[config.mk]
export PLATFORM = sky130hd
export DESIGN_NAME = commaalign_gpi_monitor_flat
export DESIGN_NICKNAME = d
export VERILOG_FILES = /design/src/rtl/commaalign_gpi_monitor_if.sv /design/src/rtl/commaalign_gpi_monitor.sv /design/src/flat_wrapper.sv
export SDC_FILE = /design/constraint.sdc
export NUM_CORES = 1
export LEC_CHECK = 0
export CORE_MARGIN = 2
export CORE_UTILIZATION = 45
export DETAILED_ROUTE_END_ITERATION = 8
export GPL_TIMING_DRIVEN = 0
export PLACE_DENSITY = 0.71
export REMOVE_ABC_BUFFERS = 1
export SLEW_MARGIN = 20
export SYNTH_ARGS = -nofsm -noshare
export SYNTH_HDL_FRONTEND = slang
export SYNTH_SLANG_ARGS = --single-unit
[constraint.sdc]
create_clock -name clk -period 4.1 [get_ports clk]
set_clock_uncertainty 0.1 [all_clocks]
set_input_delay 1.23 -clock clk [delete_from_list [all_inputs] [get_ports clk]]
set_output_delay 1.23 -clock clk [all_outputs]
set_load 0.1 [all_outputs]
[src/rtl/commaalign_gpi_monitor_if.sv]
// Bundles the comma-align monitor's lane inputs and GPIO/status outputs.
interface commaalign_gpi_monitor_if #(
  parameter int NUM_CH = 2
);
  logic [NUM_CH-1:0]   rxcommaalignen_in;
  logic [NUM_CH-1:0]   clr_sticky;
  logic [15:0]         gpi_out;
  logic [NUM_CH-1:0]   sticky_out;
  logic [8*NUM_CH-1:0] rise_cnt;

  modport master (
    output rxcommaalignen_in, clr_sticky,
    input  gpi_out, sticky_out, rise_cnt
  );

  modport slave (
    input  rxcommaalignen_in, clr_sticky,
    output gpi_out, sticky_out, rise_cnt
  );
endinterface

[src/rtl/commaalign_gpi_monitor.sv]
// Synchronises per-lane comma-align enables onto GPIO bits (live or stretched),
// with per-lane sticky rise flags and saturating rise counters.
module commaalign_gpi_monitor #(
  parameter int NUM_CH      = 2,
  parameter int CH_BASE     = 2,
  parameter int GPI_OFFSET  = 8,
  parameter int SYNC_STAGES = 2,
  parameter int HOLD_CYCLES = 4,
  parameter int STRETCH_EN  = 1
) (
  input logic                     clk,
  input logic                     rst,
  commaalign_gpi_monitor_if.slave mon
);

  if (NUM_CH < 1 || NUM_CH > 8 || CH_BASE < 0 || GPI_OFFSET < 0 ||
      SYNC_STAGES < 2 || SYNC_STAGES > 4 ||
      HOLD_CYCLES < 1 || HOLD_CYCLES > 255 ||
      STRETCH_EN < 0 || STRETCH_EN > 1 ||
      CH_BASE + GPI_OFFSET + NUM_CH > 16) begin : g_param_err
    $error("commaalign_gpi_monitor: illegal parameter combination");
  end

  localparam int          LSB       = CH_BASE + GPI_OFFSET;
  localparam logic [7:0]  HOLD_LOAD = 8'(HOLD_CYCLES - 1);
  localparam logic [1:0]  ST_IDLE   = 2'd0;
  localparam logic [1:0]  ST_ACTIVE = 2'd1;
  localparam logic [1:0]  ST_HOLD   = 2'd2;

  logic [NUM_CH-1:0]   lane_out;
  logic [NUM_CH-1:0]   lane_sticky;
  logic [8*NUM_CH-1:0] lane_cnt;

  for (genvar i = 0; i < NUM_CH; i++) begin : g_lane
    logic [SYNC_STAGES-1:0] sync_q;
    logic                   prev_q;
    logic                   s;
    logic                   rise;
    logic                   out_q, out_d;
    logic                   sticky_q, sticky_d;
    logic [7:0]             cnt_q, cnt_d;

    always_ff @(posedge clk or posedge rst) begin
      if (rst) begin
        sync_q <= '0;
        prev_q <= 1'b0;
      end else begin
        sync_q <= {sync_q[SYNC_STAGES-2:0], mon.rxcommaalignen_in[i]};
        prev_q <= s;
      end
    end

    assign s    = sync_q[SYNC_STAGES-1];
    assign rise = s & ~prev_q;

    if (STRETCH_EN != 0) begin : g_stretch
      logic [1:0] state_q, state_d;
      logic [7:0] hold_q, hold_d;

      // Re-assertion during HOLD takes priority over counter expiry.
      always_comb begin
        state_d = state_q;
        hold_d  = hold_q;
        case (state_q)
          ST_IDLE:   if (s) state_d = ST_ACTIVE;
          ST_ACTIVE: if (!s) begin
                       state_d = ST_HOLD;
                       hold_d  = HOLD_LOAD;
                     end
          ST_HOLD:   if (s)                state_d = ST_ACTIVE;
                     else if (hold_q == 8'd0) state_d = ST_IDLE;
                     else                  hold_d  = hold_q - 8'd1;
          default:   state_d = ST_IDLE;
        endcase
      end

      always_ff @(posedge clk or posedge rst) begin
        if (rst) begin
          state_q <= ST_IDLE;
          hold_q  <= 8'd0;
        end else begin
          state_q <= state_d;
          hold_q  <= hold_d;
        end
      end

      assign out_d = (state_d != ST_IDLE);
    end else begin : g_live
      assign out_d = s;
    end

    always_comb begin
      sticky_d = rise | (sticky_q & ~mon.clr_sticky[i]);
      cnt_d    = cnt_q;
      if (mon.clr_sticky[i])
        cnt_d = rise ? 8'd1 : 8'd0;
      else if (rise && cnt_q != 8'hFF)
        cnt_d = cnt_q + 8'd1;
    end

    always_ff @(posedge clk or posedge rst) begin
      if (rst) begin
        out_q    <= 1'b0;
        sticky_q <= 1'b0;
        cnt_q    <= 8'd0;
      end else begin
        out_q    <= out_d;
        sticky_q <= sticky_d;
        cnt_q    <= cnt_d;
      end
    end

    assign lane_out[i]         = out_q;
    assign lane_sticky[i]      = sticky_q;
    assign lane_cnt[8*i +: 8]  = cnt_q;
  end

  always_comb begin
    mon.gpi_out              = 16'h0000;
    mon.gpi_out[LSB +: NUM_CH] = lane_out;
  end

  assign mon.sticky_out = lane_sticky;
  assign mon.rise_cnt   = lane_cnt;

endmodule
[src/flat_wrapper.sv]
// flat-port wrapper written by rule: the top's interface ports become plain ports
module commaalign_gpi_monitor_flat 
#(
  parameter int NUM_CH      = 2,
  parameter int CH_BASE     = 2,
  parameter int GPI_OFFSET  = 8,
  parameter int SYNC_STAGES = 2,
  parameter int HOLD_CYCLES = 4,
  parameter int STRETCH_EN  = 1
)
  (clk, rst, mon_rxcommaalignen_in, mon_clr_sticky, mon_gpi_out, mon_sticky_out, mon_rise_cnt);
  commaalign_gpi_monitor_if #(.NUM_CH(NUM_CH)) mon_i ();
  input logic clk;
  input logic rst;
  input wire logic [$bits(mon_i.rxcommaalignen_in)-1:0] mon_rxcommaalignen_in;
  input wire logic [$bits(mon_i.clr_sticky)-1:0] mon_clr_sticky;
  output wire logic [$bits(mon_i.gpi_out)-1:0] mon_gpi_out;
  output wire logic [$bits(mon_i.sticky_out)-1:0] mon_sticky_out;
  output wire logic [$bits(mon_i.rise_cnt)-1:0] mon_rise_cnt;
  assign mon_i.rxcommaalignen_in = mon_rxcommaalignen_in;
  assign mon_i.clr_sticky = mon_clr_sticky;
  assign mon_gpi_out = mon_i.gpi_out;
  assign mon_sticky_out = mon_i.sticky_out;
  assign mon_rise_cnt = mon_i.rise_cnt;
  commaalign_gpi_monitor #(.NUM_CH(NUM_CH), .CH_BASE(CH_BASE), .GPI_OFFSET(GPI_OFFSET), .SYNC_STAGES(SYNC_STAGES), .HOLD_CYCLES(HOLD_CYCLES), .STRETCH_EN(STRETCH_EN)) u_core (.clk(clk), .rst(rst), .mon(mon_i));
endmodule
==> metrics.csv <==
metric,value,unit
post-CTS sizing,0,
Hold Path Class,reg2reg,
"EDFF count, synth",0,
share of layout cells above drive strength 1,0.07519,
largest net degree at the start of global routing,31,
worst-case clock buffer depth,2,
DRC errors left,0,
Vias/cell,5.274,
post-route insts no fill,336,
worst-path cell with the longest stage delay,clkdlybuf4s50_1,
most frequent cells in the layout,"dfrtp_1, clkdlybuf4s50_1, nor2_1",
port bufs,25,
Synth Area in Compound Gates,0.1375,
final wirelength,4.289,mm
Hold Buf Count CTS,0,
simple-gate share of the synthesized area,0.2191,
top cell type's share of synthesized area,0.4755,
CTS root buffer,clkbuf_8,
Adder-Cell Fraction of Synth Area,0.03101,
post-synthesis mux area share,0.02894,
crit-path leading delay family,buffers and inverters,
top_reg_cell synth,dfrtp_1,
Ant. Diodes,0,
Synth area leaders,"dfrtp_1, buf_4, ha_1, mux2i_1, nand3_1",
setup TNS,0,ns
Final min period,3.279,ns
Fin. Hold Viols,0,
setup bufs post-CTS,0,
Max-cap violations,0,
Ys Warns,0,
Cell Rows,26,
CP cell instances,clkdlybuf4s50_1,
Mean Syn Cell Area,9.922,sq um
largest family of logic cells by synthesized area,simple AND/OR/NAND/NOR gates,
Die Area,5983,sq um
Tot Pwr,0.0009895,W
Antenna Violating Nets Remaining,0,
GRT Overall Usage,0.1541,
fin crit share,0.7997,
asr flop ratio synth,1.000,
DIE WIDTH,77.35,um
Leak Pwr,1.220,nW
"slowest stage delay, CP",1.18,ns
synth unique cells,53,
status,"finished, final reports clean",
IO Pins,40,
final slew viol count,0,
Initial Util,0.4710,
first drt pass iteration count,4,
CTS tree,yes,
setup violators final,0,
Final Wtd Congestion,0.8247,
"Seq/Total Area, Yosys",0.4755,
Area growth syn-to-layout,13.75,%
clock sinks,46,
CTS Buf Count,5,
vias in the first global route,1625,
Cell Pwr Density,359.3,nW/um^2
"commonest non-fill, non-tap cell in the layout",dfrtp_1,
Max Fclk,305.0,MHz
placed insts,328,
Post-Synthesis Cells,244,
worst skew pair latency,0.30,ns
post-synthesis xor/xnor area fraction,0.01809,
first-pass GRT wire length,7.507,mm
WP buf/inv,1,
max_slew headroom,0.3485,
RSZ-0062 raised after global routing,no,
final net count,277,
post-synthesis cell area,2421,sq um
Worst Path Max Fanout,7,
critical path arrival,1.95,ns
initial DRC count,47,
Final HPWL DP,3.065,mm
synthesized flop and latch total,46,
"area leader, netlist",dfrtp_1,
initial antenna violation count,0,
via count,1772,
global route total overflow,0,
core area,5140,sq um
CTS clock-pin slew for the worst setup and hold paths,0.09,ns
Least-Margin Pin Slew,0.9742,ns
VDD IR-drop max,195.1,uV
CP Launch Type,register,
Setup CP Type,reg2out,
wire length per cell,12.76,um
DIE HEIGHT,77.35,um
worst path required time,2.77,ns
crit end category,primary output,
Final Core Density,0.5358,
H-tree Lvls,2,
registers in the layout, indices dropped and copies added (netlist names):
register                         flops
u_core.g_lane.prev_q                 2
u_core.g_lane.sync_q                 4
u_core.g_lane.sticky_q               2
u_core.g_lane.g_stretch.hold_q      16
u_core.g_lane.cnt_q                 16
u_core.g_lane.g_stretch.state_q      4
u_core.g_lane.out_q                  2
cell type report:
cell class,count,area (sq um)
clock buffer,7,86.33
clock inverter,1,5.005
fill,499,2386
inverter,13,48.80
multi-input combinational,173,1105
sequential,46,1151
tap,70,87.58
timing repair buffer,26,270.3
cells in the mapped netlist (2+ instances only):
cell type   n
dfrtp_1    46
buf_4      18
nor2_1     16
nand3_1    14
inv_1      13
nand2_1    12
nor3_1     12
a21oi_1     9
o21ai_0     8
mux2i_1     7
ha_1        6
nand4_1     6
a31oi_1     4
and4b_1     4
clkbuf_1    4
nor2b_1     4
o211ai_1    4
or2_2       4
or3_1       4
xor2_1      4
buf_2       3
a211o_1     2
a211oi_1    2
and3_1      2
and4_1      2
nand2b_1    2
nor4b_1     2
o21a_1      2
o22ai_1     2
o31ai_1     2
o41ai_1     2
metal layers:
| layer | up-vias | track usage | wire length (um) |
|---|---|---|---|
| met3 | 7 | 0.04302 | 172 |
| li1 | 890 | - | - |
| met4 | 0 | 0.04821 | 59 |
| met1 | 839 | 0.1974 | 2035 |
| met2 | 36 | 0.2539 | 2022 |
| met5 | - | 0 | 0 |
report_power, final:
part	switching, W	internal (W)
logic	0.000164	0.0000445
registers	0.0000233	0.000473
clock network	0.000149	0.000136
logic make-up after synthesis:
group,count (synthesis)
simple gates,93
compound gates,48
flops,46
buf+inv,38
mux,7
fa+ha+maj,6
xor+xnor,5
other cells,1
per-stage QoR:
step | hold slack (ns) | instance area, sq um | setup WS, ns
2_1_floorplan | 0.2312 | 2305 | 1.682
4_1_cts | 0.2550 | 2754 | 0.8191
6_report | 0.2540 | 2754 | 0.8210
3_3_place_gp | 0.2335 | 2643 | 0.7349
5_1_grt | 0.2633 | 2754 | 0.7571
3_5_place_dp | 0.2371 | 2663 | 1.157
final timing paths:
check,slack [ns],cells past startpoint,endpoint,start
worst min register to register,0.25,0,u_core.g_lane[1].sync_q[1]$_DFF_PP0_,u_core.g_lane[1].sync_q[0]$_DFF_PP0_
max in group asynchronous,2.29,3,u_core.g_lane[1].g_stretch.hold_q[2]$_DFFE_PP0P_,rst
worst max register to register,1.97,4,u_core.g_lane[1].cnt_q[7]$_DFFE_PP0P_,u_core.g_lane[1].sync_q[1]$_DFF_PP0_
worst min-delay path,0.25,0,u_core.g_lane[1].sync_q[1]$_DFF_PP0_,u_core.g_lane[1].sync_q[0]$_DFF_PP0_
min in group asynchronous,1.12,2,u_core.g_lane[1].cnt_q[5]$_DFFE_PP0P_,rst
worst max-delay path,0.82,1,mon_rise_cnt[8],u_core.g_lane[1].cnt_q[0]$_DFFE_PP0P_
Power figures use the tool's default switching activity.
